**src/rtl/alien_hit_detector.sv**
```systemverilog
// Per-frame missile-versus-fleet hit test with registered hit / missile_clear strobes.
// Optional macro HIT_LOCKOUT_EN: ignore LOCKOUT_TICKS frame ticks after each kill.
module alien_hit_detector #(
  parameter int unsigned FLEET_COLS    = 10,
  parameter int unsigned FLEET_ROWS    = 6,
  parameter int unsigned PITCH_X       = 48,
  parameter int unsigned PITCH_Y       = 32,
  parameter int unsigned ALIEN_W       = 32,
  parameter int unsigned ALIEN_H       = 24,
  parameter int unsigned LOCKOUT_TICKS = 4
) (
  input  logic                                 Clk,
  input  logic                                 Reset,
  input  logic                                 frame_tick,
  input  logic                                 missile_active,
  input  logic [9:0]                           missile_x,
  input  logic [9:0]                           missile_y,
  input  logic [9:0]                           fleet_x,
  input  logic [9:0]                           fleet_y,
  input  logic [FLEET_COLS-1:0][FLEET_ROWS-1:0] alien_grid,
  output logic [6:0]                           alien_hit,
  output logic                                 hit,
  output logic                                 missile_clear,
  output logic                                 busy
);

  localparam logic [9:0] PX       = 10'(PITCH_X);
  localparam logic [9:0] PY       = 10'(PITCH_Y);
  localparam logic [9:0] AW       = 10'(ALIEN_W);
  localparam logic [9:0] AH       = 10'(ALIEN_H);
  localparam logic [3:0] LAST_COL = 4'(FLEET_COLS - 1);
  localparam logic [2:0] LAST_ROW = 3'(FLEET_ROWS - 1);
  localparam int unsigned LOCK_W  = (LOCKOUT_TICKS > 1) ? $clog2(LOCKOUT_TICKS + 1) : 1;

  typedef enum logic [2:0] {
    S_IDLE, S_LATCH, S_DIV_X, S_DIV_Y, S_CHECK, S_SETUP, S_PULSE
  } state_t;

  state_t                               state_q, state_d;
  logic [9:0]                           dx_q, dx_d, dy_q, dy_d;
  logic [3:0]                           col_q, col_d;
  logic [2:0]                           row_q, row_d;
  logic [FLEET_COLS-1:0][FLEET_ROWS-1:0] grid_q, grid_d;
  logic [6:0]                           alien_hit_q;
  logic                                 hit_q, clear_q, busy_q;
  logic [LOCK_W-1:0]                    lock_q;
  logic                                 locked;

  assign locked = (lock_q != '0);

`ifdef HIT_LOCKOUT_EN
  logic [LOCK_W-1:0] lock_d;

  always_comb begin
    lock_d = lock_q;
    if (state_q == S_PULSE)
      lock_d = LOCK_W'(LOCKOUT_TICKS);
    else if (state_q == S_IDLE && frame_tick && locked)
      lock_d = lock_q - 1'b1;
  end

  always_ff @(posedge Clk or posedge Reset) begin
    if (Reset) lock_q <= '0;
    else       lock_q <= lock_d;
  end
`else
  assign lock_q = '0;
`endif

  always_comb begin
    state_d = state_q;
    dx_d    = dx_q;
    dy_d    = dy_q;
    col_d   = col_q;
    row_d   = row_q;
    grid_d  = grid_q;
    unique case (state_q)
      S_IDLE:
        if (frame_tick && missile_active && !locked) state_d = S_LATCH;
      S_LATCH: begin
        grid_d  = alien_grid;
        dx_d    = missile_x - fleet_x;
        dy_d    = missile_y - fleet_y;
        col_d   = '0;
        row_d   = '0;
        state_d = (missile_x < fleet_x || missile_y < fleet_y) ? S_IDLE : S_DIV_X;
      end
      // Repeated subtraction: quotient lands in col/row, remainder is the offset inside the cell.
      S_DIV_X:
        if (dx_q >= PX) begin
          if (col_q == LAST_COL) state_d = S_IDLE;
          else begin
            dx_d  = dx_q - PX;
            col_d = col_q + 4'd1;
          end
        end else state_d = S_DIV_Y;
      S_DIV_Y:
        if (dy_q >= PY) begin
          if (row_q == LAST_ROW) state_d = S_IDLE;
          else begin
            dy_d  = dy_q - PY;
            row_d = row_q + 3'd1;
          end
        end else state_d = S_CHECK;
      S_CHECK:
        state_d = (dx_q < AW && dy_q < AH && grid_q[col_q][row_q]) ? S_SETUP : S_IDLE;
      S_SETUP: state_d = S_PULSE;
      S_PULSE: state_d = S_IDLE;
      default: state_d = S_IDLE;
    endcase
    if (!missile_active && state_q != S_IDLE && state_q != S_PULSE) state_d = S_IDLE;
  end

  // Strobes are decoded from the next state so they leave a flop, not a decoder.
  always_ff @(posedge Clk or posedge Reset) begin
    if (Reset) begin
      state_q     <= S_IDLE;
      dx_q        <= '0;
      dy_q        <= '0;
      col_q       <= '0;
      row_q       <= '0;
      grid_q      <= '0;
      alien_hit_q <= '0;
      hit_q       <= 1'b0;
      clear_q     <= 1'b0;
      busy_q      <= 1'b0;
    end else begin
      state_q <= state_d;
      dx_q    <= dx_d;
      dy_q    <= dy_d;
      col_q   <= col_d;
      row_q   <= row_d;
      grid_q  <= grid_d;
      if (state_d == S_SETUP) alien_hit_q <= {col_q, row_q};
      hit_q   <= (state_d == S_PULSE);
      clear_q <= (state_d == S_PULSE);
      busy_q  <= (state_d != S_IDLE);
    end
  end

  assign alien_hit     = alien_hit_q;
  assign hit           = hit_q;
  assign missile_clear = clear_q;
  assign busy          = busy_q;

endmodule
```
**config.mk**
```make
export PLATFORM = sky130hd
export DESIGN_NAME = alien_hit_detector
export DESIGN_NICKNAME = d
export VERILOG_FILES = /design/src/rtl/alien_hit_detector.sv
export SDC_FILE = /design/constraint.sdc
export NUM_CORES = 1
export LEC_CHECK = 0
export ABC_AREA = 1
export ABC_CLOCK_PERIOD_IN_PS = 3800
export CORE_MARGIN = 8
export CORE_UTILIZATION = 45
export CTS_BUF_LIST = sky130_fd_sc_hd__clkbuf_8
export CTS_CLUSTER_SIZE = 24
export DETAILED_ROUTE_END_ITERATION = 8
export PLACE_DENSITY = 0.7
export SLEW_MARGIN = 20
export SYNTH_ARGS = -nofsm -noshare
export SYNTH_HDL_FRONTEND = slang
export SYNTH_SLANG_ARGS = --single-unit
export TNS_END_PERCENT = 1
```
**constraint.sdc**
```tcl
create_clock -name Clk -period 3.8 [get_ports Clk]
set_input_delay 0.76 -clock Clk [delete_from_list [all_inputs] [get_ports Clk]]
set_output_delay 0.76 -clock Clk [all_outputs]
set_load 0.1 [all_outputs]
```
==> impl_metrics.toml, run 1 <==
[critical_path]
r2r-start = "state_q[2]$_DFF_PP0_"
cp-end-kind = "flop"
cp_max_fo = 3
crit_type = "input port to flop"
crit_path_top_delay_cell = "clkdlybuf4s50_1"
critical_path_buf_inv_count = 2
slowest_delay_ps = 470
cp_common_cell = "nand2_1"
crit_family = "compound AO/OA/AOI/OAI gates"
start_kind = "input port"
arrival_ps = 3080
startpoint = "fleet_y[0]"
cp.required_ps = 4080
path_cells = "clkdlybuf4s50_1 > ha_1 > inv_1 > fa_1 > nand3_1 > nand2_1 > nand2_1 > nand2_1 > a21oi_1 > nor2_1 > o21ai_0 > nand2_1 > a21oi_1 > o21ai_0 > a21oi_1"

[floorplanning]
design.core.area_um2 = 12400
start_util_pct = 45.4
io_pins = 114
die_w_um = 128
rows = 41
die_y_um = 128
dieArea_um2 = 16400

[logic_synthesis]
synth_nets = 899
ys_seq_area_share_pct = 42.2
syn_avg_cell_area_um2 = 7.36
ys_warn_count = 0
synth_seq_cells = 95
synth_cell_types = 38
synth_cells = 766
synth_top_cell_area_share_pct = 42.2
synth_area_leaders = "dfrtp_1 (42%), nand2_1 (16%), inv_1 (6.7%), o21ai_0 (6.0%), ha_1 (6.0%)"
synth_area_um2 = 5630
synth_top_area_cell = "dfrtp_1"

[hold_path]
hp-start = "grid_q[17]$_DFFE_PP0P_"
hold_path_class = "flop to flop"

[detailed_routing]
drt-pass1-iter-count = 5
detail-route-antenna-nets = 0
wirelength_mm = 13.8
drcViolationCount = 0
viasPerCell = 4.95
wl_per_cell_um = 13.1
via_count = 5183
drtIter0Drc = 374

[outcome]
status = "finished clean"

[timing]
worstMarginPinSlew_ps = 988
fin_setup_tns_ps = 0
post-route-period-util_pct = 73.6
slew_viol_final = 0
fmax_mhz = 358
fin_ws_ps = 1000
slew-limit-headroom_pct = 33.9
rsz0062_at_grt = "false"
setup_violations = 0
timing_hold_violations_final = 0
post-route-min-period_ps = 2800
fin_skew_ps = 9.64

[placement]
dpl.hpwl_mm = 10.4
pre_cts_ws_ps = 666
finalWeightedCongestion = 0.853
portBuffers = 113

[cts]
clockBufferDepth = 2
numCtsBuffers = 9
holdBufCountCts = 0
cts_resized = 0
h-tree-depth = 3
clk_latency_ps = 350
postCtsSetupRepairBufs = 0
clk_pin_slew_ps = 100
cts_num_sinks = 95
root_buffer = "clkbuf_8"
cts_tree = "yes"

[finish]
final_common_cell = "nand2_1"
drive_gt1_share_pct = 5.14
num_antenna_cells = 0
syn2layout_area_growth_pct = 26.1
nNetsFinal = 1003
final_cell_mix = "nand2_1 (240), clkdlybuf4s50_1 (113), inv_1 (98), dfrtp_1 (95), o21ai_0 (68)"

[run]
drv_cap = 0

[grt]
grt_first_pass_wirelength_mm = 23.6
grt_max_degree = 57
grt_overflow_total = 0
track_usage_pct = 17.4
antenna_found_initial = 0
grt_pass1_vias = 5214

[power]
vdd_ir_drop_max_uv = 256
p_per_area_nw_per_um2 = 590
power.leakage_uw = 0.00346
==> layout make-up <==
type                    instances  area [um2]
flip-flops and latches         95        2380
inverters                     107         407
clock inverters                 5        65.1
repair buffers                119        1180
clock buffers                  11         151
multi-input cells             538        2710
fillers                      1200        5310
well taps                     172         215
==> kinds of logic (layout without fill, tap and decap cells) <==
family	Yosys count	in the layout	share of synthesized area [%]
compound gates	132	132	12.7
xor+xnor	5	5	0.777
fa+ha+maj	29	29	6.71
buf+inv	133	242	9.68
flops	95	95	42.2
simple gates	372	372	27.9
==> report_power, final <==
part	internal [uW]	switching, uW
clock network	346	358
logic	673	1160
registers	1430	223
total	2450	1740
==> sequential cells by signal, indices dropped and copies added (netlist names) <==
| signal | flops |
|---|---|
| grid_q | 60 |
| dy_q | 10 |
| alien_hit | 7 |
| dx_q | 6 |
| col_q | 4 |
| row_q | 3 |
| state_q | 3 |
| busy | 1 |
| missile_clear | 1 |
==> metrics by stage <==
| stage | area, um2 | cells | util [%] | power, uW | hold WS, ps |
|---|---|---|---|---|---|
| final | 7100 | 1047 | 57.2 | 4190 | 481 |
| after floorplan | 5630 | 766 | - | 3030 | 444 |
| after global placement | 6890 | 1031 | 55.5 | 3450 | 457 |
| after CTS | 7100 | 1047 | 57.2 | 4210 | 486 |
| after detailed placement | 6890 | 1031 | 55.5 | 3500 | 463 |
| after global routing | 7100 | 1047 | 57.2 | 4590 | 510 |
==> path summary, 6_finish.rpt <==
check / endpoint / slack [ps] / cells after the start
max: dy_q[8]$_DFFE_PP0P_ / 1000 / 15
min: grid_q[17]$_DFFE_PP0P_ / 480 / 2
max reg2reg: grid_q[22]$_DFFE_PP0P_ / 1380 / 7
min reg2reg: grid_q[17]$_DFFE_PP0P_ / 480 / 2
max in group asynchronous: grid_q[17]$_DFFE_PP0P_ / 2160 / 3
min in group asynchronous: dy_q[9]$_DFFE_PP0P_ / 840 / 2
==> per-layer routing <==
| metal | vias to the layer above | GRT usage, % | share of wire, % |
|---|---|---|---|
| met5 | - | 0 | 0 |
| met4 | 0 | 4.41 | 1.2 |
| met3 | 11 | 3.58 | 4.8 |
| met2 | 126 | 28.5 | 47 |
| met1 | 2379 | 22.9 | 47 |
| li1 | 2667 | - | - |
==> synthesized netlist by cell type <==
cell,n
buf_4,5
a31oi_1,4
nor4_1,3
xnor2_1,2
inv_2,6
nand2_1,240
o31ai_1,2
buf_6,3
a21o_1,1
fa_1,2
o2111ai_1,2
o21ai_0,68
nor3_1,3
nand3_1,54
nand2_2,3
nand3_2,1
o22ai_1,1
o211ai_1,7
or2_2,3
nor3_2,2
o221ai_1,1
a211oi_1,1
a2111oi_0,1
o21ai_1,1
nand3_4,1
nand4_1,12
buf_2,2
a21oi_1,41
a221oi_1,2
nor2_1,46
nand2_4,2
inv_1,100
dfrtp_1,95
xor2_1,3
nor2_2,2
inv_4,1
clkbuf_1,16
ha_1,27
==> worst register-to-register path, cell delays in order (launching register included) <==
cell	delay [ps]
dfrtp_1	420
nor2_1	150
nand2_1	60
buf_4	250
inv_2	700
buf_4	510
nand2_1	140
o21ai_0	100
(Power assumes the default switching activity.)
==> run 2, diff against run 1 <==
--- a/config.mk
+++ b/config.mk
@@ -6,7 +6,7 @@
 export NUM_CORES = 1
 export LEC_CHECK = 0
 export ABC_AREA = 1
-export ABC_CLOCK_PERIOD_IN_PS = 3800
+export ABC_CLOCK_PERIOD_IN_PS = 2600
 export CORE_MARGIN = 8
 export CORE_UTILIZATION = 45
 export CTS_BUF_LIST = sky130_fd_sc_hd__clkbuf_8
==> constraint.sdc (replaced) <==
create_clock -name Clk -period 2.6 [get_ports Clk]
set_input_delay 0.52 -clock Clk [delete_from_list [all_inputs] [get_ports Clk]]
set_output_delay 0.52 -clock Clk [all_outputs]
set_load 0.1 [all_outputs]
==> run 2 against run 1 <==
Register-to-register slack got worse by 920 ps. Sequential cell count did not move. Utilization rose by 1.2 points. Wire length rose by 3.9%. First-iteration DRC count rose by 41%. Sequential share of layout area fell by 0.66 points. Clock power rose by 52%. Clock skew fell by 2.1 ps. Global-route usage rose by 0.12 points. Worst setup slack got worse by 780 ps. Critical endpoint unchanged. Largest power group unchanged.
==> impl_metrics.toml, run 2 (synthesized netlist as in run 1, its figures left out) <==
[critical_path]
cp-end-kind = "flop"
worst_r2r_path_depth = 14
arrival_ps = 2670
rrSetupSlack_ps = 460
r2r-start = "col_q[0]$_DFFE_PP0P_"
r2r-end = "alien_hit[4]$_DFFE_PP0N_"
cp_max_fo = 2
start_kind = "input port"
crit_type = "input port to flop"
cp.required_ps = 2890

[finish]
nNetsFinal = 1022
final_area_um2 = 7250
top_register = "grid_q"
multi_input_area_um2 = 2720
drive_gt1_share_pct = 8.06
num_antenna_cells = 0
final_cell_mix = "nand2_1 (240), clkdlybuf4s50_1 (103), inv_1 (100), dfrtp_1 (95), o21ai_0 (68)"
register_area_um2 = 2380
final_common_cell = "nand2_1"
nFillCells = 1191
final_util_pct = 58.4
largest_register_ff_count = 60
syn2layout_area_growth_pct = 28.6

[floorplanning]
die_y_um = 128
die_w_um = 128
rows = 41
start_util_pct = 45.4
design.core.area_um2 = 12400
dieArea_um2 = 16400
io_pins = 114

[timing]
fin_ws_ps = 221
fin_skew_ps = 7.55
post-route-min-period_ps = 2380
setup_violations = 0
rsz0062_at_grt = "false"
slew-limit-headroom_pct = 38.6
worstMarginPinSlew_ps = 917
slew_viol_final = 0
post-route-period-util_pct = 91.5
fmax_mhz = 420
fin_setup_tns_ps = 0
timing_hold_violations_final = 0

[detailed_routing]
drt-pass1-iter-count = 5
wirelength_mm = 14.3
drcViolationCount = 0
via_count = 5319
viasPerCell = 4.99
wl_per_cell_um = 13.4
drtIter0Drc = 527
detail-route-antenna-nets = 0

[cts]
cts_tree = "yes"
clk_pin_slew_ps = 90
cts_num_sinks = 95
holdBufCountCts = 0
clk_latency_ps = 360
cts_resized = 0
h-tree-depth = 3
root_buffer = "clkbuf_8"
clockBufferDepth = 2
postCtsSetupRepairBufs = 0
numCtsBuffers = 9

[power]
vdd_ir_drop_max_uv = 375
power.leakage_uw = 0.00358
p_per_area_nw_per_um2 = 863
p_total_uw = 6260

[grt]
grt_max_degree = 76
grt_overflow_total = 0
grt_first_pass_wirelength_mm = 23.8
grt_pass1_vias = 5350
track_usage_pct = 17.5
antenna_found_initial = 0

[placement]
dpl.hpwl_mm = 10.9
placed_cell_area_um2 = 7030
pre_cts_ws_ps = -191
finalWeightedCongestion = 0.857
portBuffers = 113

[outcome]
status = "finished clean"

[hold_path]
hp-start = "grid_q[40]$_DFFE_PP0P_"
hold_path_class = "flop to flop"
holdPathEnd = "grid_q[40]$_DFFE_PP0P_"
hold_depth = 2

[run]
drv_cap = 0
run 2: cell types whose count changed in the layout (fill, tap and decap cells not counted), moves of 2 or more:
cell | previous run | this run
inv_1 | 98 | 100
clkinvlp_4 | 0 | 2
buf_4 | 6 | 33
clkinv_4 | 3 | 0
clkdlybuf4s50_1 | 113 | 103
buf_12 | 0 | 2
run 2: worst max-delay path by stage:
stage                             from                  end  cells after the start
final                       fleet_y[0]  dy_q[8]$_DFFE_PP0P_                     15
after global routing        fleet_y[0]  dy_q[8]$_DFFE_PP0P_                     15
after CTS                   fleet_y[0]  dy_q[8]$_DFFE_PP0P_                     15
after detailed placement    fleet_y[0]  dy_q[8]$_DFFE_PP0P_                     15
after global placement      fleet_y[0]  dy_q[8]$_DFFE_PP0P_                     15
after floorplan           missile_y[0]  dy_q[8]$_DFFE_PP0P_                     15
run 2: routing by layer:
layer | part of all wire (%) | GRT usage [%]
met5 | 0 | 0
met4 | 1.2 | 4.62
met3 | 5.5 | 3.45
met2 | 47 | 29.3
met1 | 46 | 22.7
run 2: stage by stage:
step | hold slack, ps | cells
floorplan | 444 | 766
global placement | 456 | 1050
detailed placement | 464 | 1050
CTS | 487 | 1065
global route | 498 | 1065
finish | 485 | 1065
run 2: area by class of cell:
class / count / area share, %
clock inverter: 5 / 1.04
inverter: 107 / 5.63
timing repair buffer: 138 / 18.2
sequential: 95 / 32.8
multi-input combinational: 538 / 37.5
clock buffer: 10 / 1.90
tap: 172 / 2.97
run 2: where the power goes:
part | switching [uW] | internal, uW | total (uW)
clock | 509 | 557 | 1070
combinational | 1740 | 1040 | 2780
sequential | 319 | 2090 | 2410
total | 2570 | 3680 | 6260
run 2: critical path, cell delays in order:
cell and delay [ps]:
clkdlybuf4s50_1 460, ha_1 160, inv_1 70, fa_1 380, nand3_1 100, nand2_1 70
nand2_1 90, nand2_1 70, a21oi_2 140, nor2_1 50, o21ai_0 150, nand2_1 80
a21oi_1 120, o21ai_0 90, a21oi_1 130
==> run 3, diff against run 2 <==
--- a/config.mk
+++ b/config.mk
@@ -8,11 +8,11 @@
 export ABC_AREA = 1
 export ABC_CLOCK_PERIOD_IN_PS = 2600
 export CORE_MARGIN = 8
-export CORE_UTILIZATION = 45
+export CORE_UTILIZATION = 35
 export CTS_BUF_LIST = sky130_fd_sc_hd__clkbuf_8
 export CTS_CLUSTER_SIZE = 24
 export DETAILED_ROUTE_END_ITERATION = 8
-export PLACE_DENSITY = 0.7
+export PLACE_DENSITY = 0.57
 export SLEW_MARGIN = 20
 export SYNTH_ARGS = -nofsm -noshare
 export SYNTH_HDL_FRONTEND = slang
==> constraint.sdc (replaced) <==
create_clock -name Clk -period 2.6 [get_ports Clk]
set_input_delay 0.39 -clock Clk [delete_from_list [all_inputs] [get_ports Clk]]
set_output_delay 0.39 -clock Clk [all_outputs]
set_load 0.1 [all_outputs]
==> run 3 against run 2 <==
Register-to-register slack worse by 70 ps. Sequential cell count stayed put. Maximum frequency up 4.5%. Critical path depth is the same. Non-clock buffer count shrank 11. Clock skew up 1.9 ps. Clock power decreased by 7%. Cell count is 3.2% higher. Die area is 25% higher. Wire length increased by 2.5%. Highest routed layer unchanged.
==> impl_metrics.toml, run 3 (synthesized netlist as in run 1, its figures left out) <==
[outcome]
status = "finished clean"

[finish]
drive_gt1_share_pct = 6.91
final_common_cell = "nand2_1"
syn2layout_area_growth_pct = 28.0
register_area_um2 = 2380
top_register = "grid_q"
num_antenna_cells = 0
largest_register_ff_count = 60
final_area_um2 = 7210
nFillCells = 1646
nNetsFinal = 1011
multi_input_area_um2 = 2710
final_cell_mix = "nand2_1 (240), clkdlybuf4s50_1 (103), inv_1 (100), dfrtp_1 (95), o21ai_0 (68)"

[detailed_routing]
wirelength_mm = 14.7
drt-pass1-iter-count = 4
via_count = 5044
drcViolationCount = 0
drtIter0Drc = 304
wl_per_cell_um = 13.3
detail-route-antenna-nets = 0
viasPerCell = 4.59

[placement]
finalWeightedCongestion = 0.822
dpl.hpwl_mm = 11.1
placed_cell_area_um2 = 7020
portBuffers = 113

[cts]
holdBufCountCts = 0
clk_latency_ps = 370
numCtsBuffers = 9
postCtsSetupRepairBufs = 0
cts_tree = "yes"
clockBufferDepth = 2
clk_pin_slew_ps = 90
cts_resized = 0
cts_num_sinks = 95
h-tree-depth = 3
root_buffer = "clkbuf_8"

[timing]
rsz0062_at_grt = "false"
fmax_mhz = 439
setup_violations = 0
fin_setup_tns_ps = 0
post-route-period-util_pct = 87.6
worstMarginPinSlew_ps = 986
fin_skew_ps = 9.48
hold_slack_ps = 428
slew-limit-headroom_pct = 34.0
post-route-min-period_ps = 2280
slew_viol_final = 0
timing_hold_violations_final = 0

[hold_path]
hold_path_class = "input port to asynchronous set/reset pin"

[floorplanning]
design.core.area_um2 = 15800
rows = 46
io_pins = 114
start_util_pct = 35.6
dieArea_um2 = 20400
die_y_um = 143
die_w_um = 143

[critical_path]
cp_max_fo = 3
rrSetupSlack_ps = 390
cp-end-kind = "flop"
crit_type = "input port to flop"
r2r-end = "alien_hit[2]$_DFFE_PP0N_"
start_kind = "input port"
arrival_ps = 2580
worst_r2r_path_depth = 14
cp.required_ps = 2900
r2r-start = "col_q[0]$_DFFE_PP0P_"

[power]
vdd_ir_drop_max_uv = 350
p_per_area_nw_per_um2 = 852
power.leakage_uw = 0.00352

[grt]
grt_first_pass_wirelength_mm = 24.4
grt_pass1_vias = 5100
grt_overflow_total = 0
track_usage_pct = 14.9
antenna_found_initial = 0
grt_max_degree = 71

[run]
drv_cap = 0
==> run 3: report_power, final <==
part | switching, uW | internal [uW] | total [uW] | leakage (uW)
Sequential | 319 | 2090 | 2410 | 0.00118
Combinational | 1710 | 1040 | 2740 | 0.00223
Clock | 530 | 468 | 998 | 0.000102
==> run 3: worst max-delay path, stage by stage <==
cell	delay, ps
clkdlybuf4s50_1	460
ha_1	160
inv_1	80
fa_1	380
nand3_1	90
nand2_1	70
nand2_1	90
nand2_1	50
a21oi_1	180
nor2_1	50
o21ai_0	160
nand2_1	90
a21oi_1	110
o21ai_0	90
a21oi_1	120
==> run 3: metrics by stage <==
| step | cells | util [%] | power (uW) | setup WS (ps) |
|---|---|---|---|---|
| CTS | 1099 | 45.6 | 6260 | 326 |
| detailed placement | 1083 | 44.3 | 5230 | -77.8 |
| finish | 1099 | 45.6 | 6150 | 323 |
| global placement | 1083 | 44.3 | 5190 | 16.0 |
| global route | 1099 | 45.6 | 6750 | 115 |
| floorplan | 766 | - | 4430 | 495 |
==> run 3: worst max-delay path by stage <==
stage                            start             endpoint  slack, ps  depth (start not counted)
final                       fleet_y[0]  dy_q[8]$_DFFE_PP0P_        320                         15
after detailed placement    fleet_y[0]  dy_q[8]$_DFFE_PP0P_        -80                         15
after CTS                   fleet_y[0]  dy_q[8]$_DFFE_PP0P_        330                         15
after floorplan           missile_y[0]  dy_q[8]$_DFFE_PP0P_        490                         15
after global placement      fleet_y[0]  dy_q[8]$_DFFE_PP0P_         20                         15
after global routing        fleet_y[0]  dy_q[8]$_DFFE_PP0P_        120                         15
==> run 3: cell type report <==
type,instances,area share [%]
Multi-Input combinational cell,538,37.6
Clock inverter,6,0.850
Inverter,107,5.65
Tap cell,216,3.75
Clock buffer,10,1.91
Sequential cell,95,33.0
Timing Repair Buffer,127,17.3
==> run 3: routing by layer <==
metal  global-route usage [%]  part of all wire [%]  routed length, um
met5                        0                     0                  0
met4                     5.65                   1.9                274
met3                     2.64                   3.9                577
met2                     23.2                    45               6540
met1                     20.1                    50               7270
